===== config.mk =====
export PLATFORM = sky130hd
export DESIGN_NAME = pong_score_ctrl
export DESIGN_NICKNAME = d
export VERILOG_FILES = /design/src/rtl/pong_score_ctrl.sv
export SDC_FILE = /design/constraint.sdc
export NUM_CORES = 1
export LEC_CHECK = 0
export ABC_AREA = 1
export BUFFER_PORTS_ARGS = -buffer_cell sky130_fd_sc_hd__buf_4
export CAP_MARGIN = 0
export CORE_MARGIN = 2
export CORE_UTILIZATION = 61
export DETAILED_ROUTE_END_ITERATION = 10
export GPL_TIMING_DRIVEN = 0
export PLACE_DENSITY = 0.82
export SLEW_MARGIN = 20
export SYNTH_ARGS = -nofsm -noshare
export SYNTH_HDL_FRONTEND = slang
export SYNTH_SLANG_ARGS = --single-unit

===== constraint.sdc =====
create_clock -name clk -period 3.1 [get_ports clk]
set_input_delay 0 -clock clk [delete_from_list [all_inputs] [get_ports clk]]
set_output_delay 0 -clock clk [all_outputs]
set_load 0.03 [all_outputs]

===== src/rtl/pong_score_ctrl.sv =====
// Game-flow and score controller for the pong display path.
// Sequences a match through IDLE -> SERVE -> PLAY -> (SERVE | OVER) and owns
// both players' two-digit BCD scores. The displayed digits are snapshots of
// the working scores taken on frame_tick, so the renderer never sees a score
// change in the middle of a frame.
//
// Pulse semantics: start, p1_point, p2_point and frame_tick are single-cycle
// strobes sampled on the rising clock edge. There is no backpressure; a strobe
// that arrives in a state that does not use it is dropped.
module pong_score_ctrl #(
  parameter int WIN_TENS     = 1,
  parameter int WIN_ONES     = 1,
  parameter int SERVE_FRAMES = 60
) (
  input  logic       clk,
  input  logic       rst_n,
  input  logic       start,
  input  logic       p1_point,
  input  logic       p2_point,
  input  logic       frame_tick,
  output logic [3:0] p1_score_d1,
  output logic [3:0] p1_score_d2,
  output logic [3:0] p2_score_d1,
  output logic [3:0] p2_score_d2,
  output logic       serve_en,
  output logic       game_over,
  output logic       winner
);

  // Serve counter only has to reach SERVE_FRAMES-1.
  localparam int CW = (SERVE_FRAMES > 1) ? $clog2(SERVE_FRAMES) : 1;
  localparam logic [CW-1:0] SERVE_LAST = CW'(SERVE_FRAMES - 1);
  localparam logic [7:0]    WIN_SCORE  = {4'(WIN_TENS), 4'(WIN_ONES)};

  typedef enum logic [1:0] {
    IDLE  = 2'd0,
    SERVE = 2'd1,
    PLAY  = 2'd2,
    OVER  = 2'd3
  } state_t;

  state_t        state;
  logic [CW-1:0] serve_cnt;

  // Working scores, packed as {tens, ones}.
  logic [7:0] p1_score;
  logic [7:0] p2_score;
  logic [7:0] p1_next;
  logic [7:0] p2_next;

  // Two-digit BCD increment that saturates at 99. The ones digit wraps to 0
  // with a carry into tens, so no digit ever leaves the 0-9 range.
  function automatic logic [7:0] bcd_inc(input logic [7:0] s);
    logic [7:0] r;
    r = s;
    if (s == 8'h99) begin
      r = s;
    end else if (s[3:0] < 4'd9) begin
      r[3:0] = s[3:0] + 4'd1;
    end else begin
      r[3:0] = 4'd0;
      r[7:4] = s[7:4] + 4'd1;
    end
    return r;
  endfunction

  // Candidate post-point scores, used both to update and to test for a win.
  always_comb begin
    p1_next = bcd_inc(p1_score);
    p2_next = bcd_inc(p2_score);
  end

  // Match FSM with working scores, serve counter and registered state decodes.
  // serve_en / game_over are written alongside the state so they always equal
  // the decode of the state they accompany.
  always_ff @(posedge clk or negedge rst_n) begin
    if (!rst_n) begin
      state     <= IDLE;
      serve_cnt <= '0;
      p1_score  <= 8'h00;
      p2_score  <= 8'h00;
      serve_en  <= 1'b0;
      game_over <= 1'b0;
      winner    <= 1'b0;
    end else begin
      case (state)
        IDLE: begin
          // Scores are already zero here: IDLE is only entered from reset.
          if (start) begin
            serve_cnt <= '0;
            state     <= SERVE;
          end
        end

        SERVE: begin
          // Points are dropped while the ball is being re-served.
          if (frame_tick) begin
            if (serve_cnt == SERVE_LAST) begin
              serve_cnt <= '0;
              state     <= PLAY;
              serve_en  <= 1'b1;
            end else begin
              serve_cnt <= serve_cnt + 1'b1;
            end
          end
        end

        PLAY: begin
          // Simultaneous points cancel out: nothing changes, play continues.
          if (p1_point && !p2_point) begin
            p1_score <= p1_next;
            serve_en <= 1'b0;
            if (p1_next == WIN_SCORE) begin
              state     <= OVER;
              game_over <= 1'b1;
              winner    <= 1'b0;
            end else begin
              state     <= SERVE;
              serve_cnt <= '0;
            end
          end else if (p2_point && !p1_point) begin
            p2_score <= p2_next;
            serve_en <= 1'b0;
            if (p2_next == WIN_SCORE) begin
              state     <= OVER;
              game_over <= 1'b1;
              winner    <= 1'b1;
            end else begin
              state     <= SERVE;
              serve_cnt <= '0;
            end
          end
        end

        OVER: begin
          // Rematch: fresh scores, straight into the serve delay. winner keeps
          // its last value until the next match ends.
          if (start) begin
            p1_score  <= 8'h00;
            p2_score  <= 8'h00;
            serve_cnt <= '0;
            state     <= SERVE;
            game_over <= 1'b0;
          end
        end

        default: begin
          state    <= IDLE;
          serve_en <= 1'b0;
        end
      endcase
    end
  end

  // Display snapshot: load the working scores as they stood before this edge,
  // once per frame, so digits only change during vblank.
  always_ff @(posedge clk or negedge rst_n) begin
    if (!rst_n) begin
      p1_score_d1 <= 4'd0;
      p1_score_d2 <= 4'd0;
      p2_score_d1 <= 4'd0;
      p2_score_d2 <= 4'd0;
    end else if (frame_tick) begin
      p1_score_d1 <= p1_score[7:4];
      p1_score_d2 <= p1_score[3:0];
      p2_score_d1 <= p2_score[7:4];
      p2_score_d2 <= p2_score[3:0];
    end
  end

endmodule

# Yosys cells after proc, flatten, opt, wreduce, memory -nomap -nowiden
# Cells that the tools add are included.
[word_totals] reg_bits=43 word_cells=97 in_bits=6
[classes] addsub=5 eq_ne=21 n_lt_le_gt_ge=2 n_reduce_logical=17 muxes=41
[ops] cell="2-to-1 mux 8 bit" count=6
[ops] cell="2-to-1 mux 6 bit" count=7
[ops] cell="case mux 8 bit (2 select lines)" count=2
[ops] cell="case mux 6 bit (3 select lines)" count=1
[ops] cell="adder 4 x 1 -> 4 bit, second input constant" count=4
[ops] cell="== test 8 x 5 -> 1 bit, second input constant" count=2
[ops] cell="== test 8 bit, second input constant" count=2
[ops] cell="2-to-1 mux 4 bit" count=4
[ops] cell="AND reduction 4 bit" count=4
[ops] cell="!= test 3 bit, second input constant" count=5
[ops] cell="2-to-1 mux 2 bit" count=7
[ops] cell="!= test 2 bit, second input constant" count=6
[ops] cell="2-to-1 mux 1 bit" count=11
[ops] cell="AND reduction 5 bit" count=2
[ops] cell="less-than comparator 4 bit, second input constant" count=2
[ops] cell="nonzero test 2 bit" count=4
[ops] cell="adder 6 x 1 -> 6 bit, second input constant" count=1
[ops] cell="== test 6 bit, second input constant" count=1
[ops] cell="case mux 2 bit (3 select lines)" count=1
[ops] cell="== test 2 bit, second input constant" count=2
[ops] cell="!= test 2 x 1 -> 1 bit, second input constant" count=2
[ops] cell="case mux 1 bit (2 select lines)" count=2
[ops] cell="AND reduction 3 bit" count=1
[ops] cell="== test 2 x 1 -> 1 bit, second input constant" count=1
[ops] cell="other kinds (4)" count=6

# Longest topological paths before layout
# Gate-level depths: netlist of run 1.
[logic_depth] ltp_word=8 depth_mapped=15 depth_no_buf=15

# Worst setup path before layout of run 1
# Ideal clock, no wire load.
[synth_timing] kind="register to register" startpoint="reg p2_score[0]" endpoint="reg game_over" arrival_ps=1623 path_buffers=0 stages_incl_launch_ff=13 setup_time_ps=118 path_slack_ps=1360 cell_sequence="dfrtp_1 inv_1 ha_1 a21oi_4 nand3_1 nand3_1 nand2_1 nor2_2 nand2_1 nand2_1 nand3_1 nand2_1 nand2_1"
[synth_via] elab_chain_cells=6
[synth_lines] item="from (decl)" line_no="47" rtl="logic [7:0] p2_score;"
[synth_lines] item="from (signal assigned)" line_no="122" rtl="p2_score <= p2_next;"
[synth_lines] item="adder 4 x 1 -> 4 bit or less-than comparator 4 bit (tied branches)" line_no="59, 58"
[synth_lines] item="2-to-1 mux 4 bit" line_no="58" rtl="end else if (s[3:0] < 4'd9) begin"
[synth_lines] item="2-to-1 mux 8 bit (*)" line_no="56" rtl="if (s == 8'h99) begin"
[synth_lines] item="== test 8 x 5 -> 1 bit (*)" line_no="124" rtl="if (p2_next == WIN_SCORE) begin"
[synth_lines] item="!= test 3 bit (no source line) (*)"
[synth_lines] item="AND reduction 5 bit (no source line) (*)"
[synth_lines] item="to (signal assigned)" line_no="83" rtl="game_over <= 1'b0;"
[synth_lines] item="to (signal assigned)" line_no="126" rtl="game_over <= 1'b1;"
[synth_lines] item="to (signal assigned)" line_no="143" rtl="game_over <= 1'b0;"
[synth_lines] item="to (decl)" line_no="26" rtl="output logic game_over,"
# Mark *: on every way between the ends. The rest lies on a longest branch, timed or not.
# A chain may end at the register's enable or synchronous reset.

# Worst setup path after layout of run 1
[layout_timing] startpoint="reg p1_score[1]" endpoint="reg serve_cnt[0]"
[layout_via] elab_chain_cells=6
[layout_lines] item="from (decl)" line_no="46" rtl="logic [7:0] p1_score;"
[layout_lines] item="from (signal assigned)" line_no="111" rtl="p1_score <= p1_next;"
[layout_lines] item="adder 4 x 1 -> 4 bit or less-than comparator 4 bit (tied branches)" line_no="59, 58"
[layout_lines] item="2-to-1 mux 4 bit" line_no="58"
[layout_lines] item="2-to-1 mux 8 bit (*)" line_no="56"
[layout_lines] item="== test 8 x 5 -> 1 bit (*)" line_no="113" rtl="if (p1_next == WIN_SCORE) begin"
[layout_lines] item="!= test 3 bit (no source line) (*)"
[layout_lines] item="AND reduction 5 bit (no source line) (*)"
[layout_lines] item="to (signal assigned)" line_no="103" rtl="serve_cnt <= serve_cnt + 1'b1;"
[layout_lines] item="to (decl)" line_no="43" rtl="logic [CW-1:0] serve_cnt;"
# Marked as above.

==> results.cfg, run 1 <==
[synthesis]
yosys.cell_types.count = 32
synth_seq_cells = 43
ys_seq_area_share_pct = 41.0
synth.most_common_cell = nand2_1
synth_area_leaders = dfrtp_1 41%, nand2_1 11%, ha_1 7.6%
synth_cells = 333
syn-cell-area_mm2 = 0.00262
syn_nets = 355
synth_top_area_share_pct = 41.0
yosys-top-cells-count = 76 x nand2_1, 43 x dfrtp_1, 39 x nor2_1, 33 x inv_1, 30 x nand3_1
synth_enable_flop_cells = 0
synthArstFlopShare_pct = 100
yosysTopAreaCell = dfrtp_1
yosys_warnings = 0
post_synth.cell_area_avg_um2 = 7.88
synthFlopType = dfrtp_1

[detailed_routing]
avgViaCountPerCell = 5.69
drt-total-wl_um = 5610
routed-wl-met2_um = 2620
drt_iter0_drc = 154
met1_length_um = 2580
vias = 2362
drcViolationCount = 0
post_drt_wl_per_cell_um = 13.5
top_layer_used = met4
wl_met3_um = 313
firstDrtPassIters = 5
postRouteAntennaNets = 0

[sta]
setup_viol = 0
skew_ns = 0.00461
rsz0062_at_grt = false
fmax_ghz = 0.490
slew_violations = 0
tightestPinTransition_ns = 0.540
post-route-period-util_pct = 65.8
relSlewSlack_pct = 63.9
final_hold_viol_count = 0
whs_ns = 0.132
fin_crit_ns = 2.04
setup_tns_ns = 0

[global_routing]
overflow = 0
grt_pass1_vias = 2132
grt_max_degree = 44
grt_pass1_wl_um = 9650
antenna_found_initial = 0
grt_usage_pct = 25.0

[worst_hold_path]
holdPathEnd = p2_score_d2[0]
hp-start = frame_tick
hold_class = in -> reg
hold_path_depth = 3

[place]
dp_hpwl_um = 4130
gp_congestion = 0.901
portBuffers = 23

[cells_and_area]
drive_gt1_share_pct = 16.4
nets = 386
fillers = 320
diodes = 0
postLayoutCoreUtil_pct = 74.1
area_delta_synth_final_pct = 14.5

[floorplanning]
dieHeight_um = 69.6
rows = 23
start_util_pct = 64.7
die_area_mm2 = 0.00484
ios = 25
core_area_mm2 = 0.00406
die_w_um = 69.6

[critical_path]
r2r_slack_ns = 1.06
r2r-end = serve_cnt[0]
arrival_ns = 2.23
r2r_start = p1_score[1]
start_kind = register
critPathKind = reg -> reg
cp-end-kind = register
required_ns = 3.29
ff2ff_path_depth = 13
cp_max_fo = 8

[clocking]
cts-resized-gates = 0
cts.path.max_buffers = 2
clkTransAtPathRegs_ns = 0.08
cts_tree = built
post_cts_buffers = 0
clk_root_buffer_cell = clkbuf_8
clk_latency_ns = 0.30
clock_sinks = 43
htreeDepth = 2
numCtsBuffers = 5
hold_buffers = 1

[power_and_ir_drop]
ir_drop_mv = 0.513
p_total_mw = 2.23
p_leak_nw = 1.47
p_per_area_mw_per_mm2 = 741

[job]
drv_cap = 0

[outcome]
status = finished, final reports clean
[cells in the final DEF, fill, tap and decap left out, types with 3 or more instances in the layout]
master    netlist  final
buf_4           0     23
nor2_2          6      6
dfrtp_1        43     43
inv_1          33     33
nand4_1        12     12
ha_1           16     16
o22ai_1         8      8
clkbuf_1        5      5
nand3_4         3      3
nand2_1        76     76
nor2_1         39     39
nand3_1        30     30
nor2_4          3      3
nand2_2         7      7
inv_2           3      3
clkbuf_8        0      5
o21ai_0         9      9
a21oi_1        21     21
[logic make-up (layout without fill, tap and decap cells)]
| family | count (synthesis) | in the layout | share of synthesized area, % |
|---|---|---|---|
| compound gates | 48 | 48 | 10.7 |
| fa+ha+maj | 16 | 16 | 7.63 |
| simple gates | 182 | 182 | 33.9 |
| flops | 43 | 43 | 41.0 |
| buf+inv | 42 | 74 | 6.06 |
| xor+xnor | 2 | 2 | 0.668 |
[flip-flops by register name, indices dropped and copies added, names as in the netlist, 2 cells and up]
| name | cells |
|---|---|
| p1_score | 8 |
| p1_score_d1 | 4 |
| p1_score_d2 | 4 |
| p2_score | 8 |
| p2_score_d1 | 4 |
| p2_score_d2 | 4 |
| serve_cnt | 6 |
| state | 2 |
[power breakdown]
part           total [mW]  internal (mW)  switching, mW
registers           0.744          0.661         0.0829
clock network       0.522          0.321          0.201
logic               0.961          0.311          0.650
total                2.23           1.29          0.934
[stage by stage]
step           std cells  setup WS [ns]  area, um2
2_1_floorplan        333           1.36       2620
3_3_place_gp         406           1.14       2860
3_5_place_dp         406           1.12       2860
4_1_cts              415           1.07       3010
5_1_grt              415          0.885       3010
6_report             415           1.06       3010
[layer usage]
metal	vias up	global-route usage (%)
li1	1168	-
met1	1103	32.2
met2	83	42.5
met3	8	4.80
met4	0	7.84
met5	-	0
[final cells by class]
| class | count | area [um2] | area share [%] |
|---|---|---|---|
| inverters | 37 | 140 | 4.66 |
| plain buffers | 5 | 18.8 | 0.624 |
| clock buffers | 5 | 68.8 | 2.29 |
| flip-flops and latches | 43 | 1080 | 35.8 |
| clock inverters | 3 | 67.6 | 2.25 |
| well taps | 50 | 62.6 | 2.08 |
| repair buffers | 24 | 183 | 6.08 |
| multi-input cells | 248 | 1390 | 46.2 |
[how the worst max path moves through the flow]
stage | startpoint | endpoint | slack (ns) | cells after the start
6_report | p1_score[1] | serve_cnt[0] | 1.06 | 13
5_1_grt | p2_score[0] | serve_cnt[4] | 0.88 | 11
4_1_cts | p2_score[0] | serve_cnt[1] | 1.07 | 11
3_5_place_dp | p1_score[1] | serve_cnt[5] | 1.12 | 13
3_3_place_gp | p1_score[1] | serve_cnt[0] | 1.14 | 12
2_1_floorplan | p2_score[0] | game_over | 1.36 | 12
[worst max-delay path: stages (launching register included)]
cell and delay (ns):
dfrtp_1 0.41, inv_1 0.21, ha_1 0.24, nand2_4 0.07
nand2_2 0.11, clkinv_2 0.11, nand2_4 0.09, nand2_1 0.04
o21ai_1 0.13, nor2_2 0.10, nand3_4 0.15, nand3_4 0.12
nand2_1 0.08, nand2_1 0.05
Power figures use the tool's default switching activity.
==> inputs of run 2 (changes only) <==
CORE_UTILIZATION = 59   (was 61)
PLACE_DENSITY = 0.79   (was 0.82)
clock period = 2 ns   (was 3.1 ns; I/O delays follow)
==> run 2 against run 1 <==
  * Global-route usage decreased by 0.38 points
  * Power increased by 64%
  * Worst hold slack worse by 0.0039 ns
  * Largest power group unchanged
  * Combinational power up 98%
  * First-iteration DRC count increased by 51%
  * Register-to-register slack got worse by 1.0 ns
  * Worst setup slack got worse by 1.0 ns
==> results.cfg, run 2 (synthesized netlist as in run 1, its figures left out) <==
[critical_path]
r2r-end = serve_cnt[4]
worst_path_max_delay_cell = dfrtp_1
required_ns = 2.20
start_kind = register
ff2ff_path_depth = 15
cp_max_fo = 8
worstSetupStartpoint = p2_score[0]
r2r_slack_ns = 0.04
max_stage_delay_ns = 0.43
cp-end-kind = register
r2r_start = p2_score[0]
crit_end = serve_cnt[4]
arrival_ns = 2.16
worstPathCellList = buf_4, buf_4, ha_1, inv_1, nand2_1, nand2_1, nand2_2, nor2_2, nor2_2, nand2_2, nor2_4, nand3_4, nand3_4, nand2_2, nand2_1
critPathKind = reg -> reg

[worst_hold_path]
hold_class = in -> reg

[outcome]
status = finished, final reports clean

[place]
portBuffers = 23
dp.cells = 408
gp_congestion = 0.893
post_dp_cell_area_mm2 = 0.00286
dp_hpwl_um = 4180

[power_and_ir_drop]
p_leak_nw = 1.57
p_per_area_mw_per_mm2 = 1110
ir_drop_mv = 0.854

[clocking]
clk_latency_ns = 0.30
numCtsBuffers = 5
clk_root_buffer_cell = clkbuf_8
clkTransAtPathRegs_ns = 0.09
htreeDepth = 2
cts.path.max_buffers = 2
cts_tree = built
clock_sinks = 43

[sta]
skew_ns = 0.00598
slew_violations = 0
fmax_ghz = 0.510
tightestPinTransition_ns = 0.579
setup_viol = 0
whs_ns = 0.128
relSlewSlack_pct = 61.2
final_hold_viol_count = 0
post-route-period-util_pct = 98.1
rsz0062_at_grt = true
fin_crit_ns = 1.96

[global_routing]
grt_max_degree = 44
grt_usage_pct = 24.6
overflow = 0
grt_pass1_wl_um = 10000
antenna_found_initial = 0
grt_pass1_vias = 2171

[detailed_routing]
drcViolationCount = 0
drt-total-wl_um = 6320
postRouteAntennaNets = 0
drt_iter0_drc = 233
firstDrtPassIters = 4
avgViaCountPerCell = 5.56
vias = 2437
post_drt_wl_per_cell_um = 14.4

[cells_and_area]
fillers = 330
final_cell_mix = 58 x nand2_1, 42 x buf_4, 39 x dfrtp_1
finalInstanceArea_mm2 = 0.00330
nets = 407
regArea_mm2 = 0.00108
reg_top3 = p1_score x8, p2_score x8, serve_cnt x6
diodes = 0
drive_gt1_share_pct = 32.9
instances_no_fill = 438
multi_input_area_mm2 = 0.00155
area_delta_synth_final_pct = 25.8
final_common_cell = nand2_1

[floorplanning]
die_area_mm2 = 0.00500
core_area_mm2 = 0.00432
dieHeight_um = 70.7
rows = 24
die_w_um = 70.7
ios = 25
start_util_pct = 60.7

[job]
drv_cap = 0
## run 2: cell count changes in the layout (fill, tap and decap cells not counted), moves of 4 or more
cell,change
buf_4,+19
nand3_2,+6
inv_1,-7
inv_2,+6
nand2_2,+17
dfrtp_2,+4
dfrtp_1,-4
ha_1,-7
ha_4,+4
nand2_1,-18
nand3_1,-6
## run 2: timing repair
| item | CTS | global route |
|---|---|---|
| pin swaps | 1 | 22 |
| endpoints found under the hold margin | 43 | 0 |
| cloned | 0 | 0 |
| endpoints found under the setup margin | 6 | 13 |
| setup buffers | 4 | 17 |
| resized for setup | 2 | 57 |
| hold buffers | 1 | 0 |
## run 2: report_power, final
| group | internal [mW] | switching [mW] |
|---|---|---|
| sequential | 1.03 | 0.136 |
| clock | 0.250 | 0.335 |
| combinational | 0.727 | 1.17 |
## run 2: routing by layer
| layer | part of all wire (%) | track usage [%] | vias up | wire, um |
|---|---|---|---|---|
| met4 | 1.3 | 7.76 | 0 | 84 |
| li1 | - | - | 1198 | - |
| met5 | 0 | 0 | - | 0 |
| met2 | 48 | 40.3 | 71 | 3060 |
| met1 | 44 | 34.4 | 1159 | 2780 |
| met3 | 6.2 | 2.99 | 9 | 393 |
## run 2: final cells by class
cell class                 instances  share of cell area [%]
multi-input combinational        248                    47.0
sequential                        43                    32.8
timing repair buffer              45                    10.5
inverter                          37                    4.36
clock buffer                       5                    2.08
tap                               52                    1.97
clock inverter                     3                   0.720
buffer                             5                   0.607
## run 2: worst max-delay path, delay by kind of cell (launching register included)
kind | cells | cell delay (ns)
adders and majority gates | 1 | 0.21
DFF | 1 | 0.43
buffers and inverters | 3 | 0.35
and+or+nand+nor | 11 | 0.86
## run 2: how the worst min path moves through the flow
stage / from / endpoint / slack, ns / cells after the start
after floorplan: rst_n / game_over / -0.30 / 0
after global placement: rst_n / p1_score_d2[1] / 0.02 / 1
after detailed placement: rst_n / p1_score_d1[2] / 0.03 / 1
after CTS: frame_tick / p2_score_d2[1] / 0.12 / 3
after global routing: frame_tick / p2_score_d2[0] / 0.10 / 3
final: frame_tick / p2_score_d2[0] / 0.13 / 3
## run 2: metrics by stage
stage	util (%)	setup TNS [ns]	worst slack, ns	total power, mW
after floorplan	-	0	0.260	2.26
after global placement	66.2	0	0.0252	2.61
after detailed placement	66.2	-0.0603	-0.0231	2.64
after CTS	69.2	0	0.0289	3.27
after global routing	76.3	-0.624	-0.102	3.89
final	76.3	0	0.0386	3.65
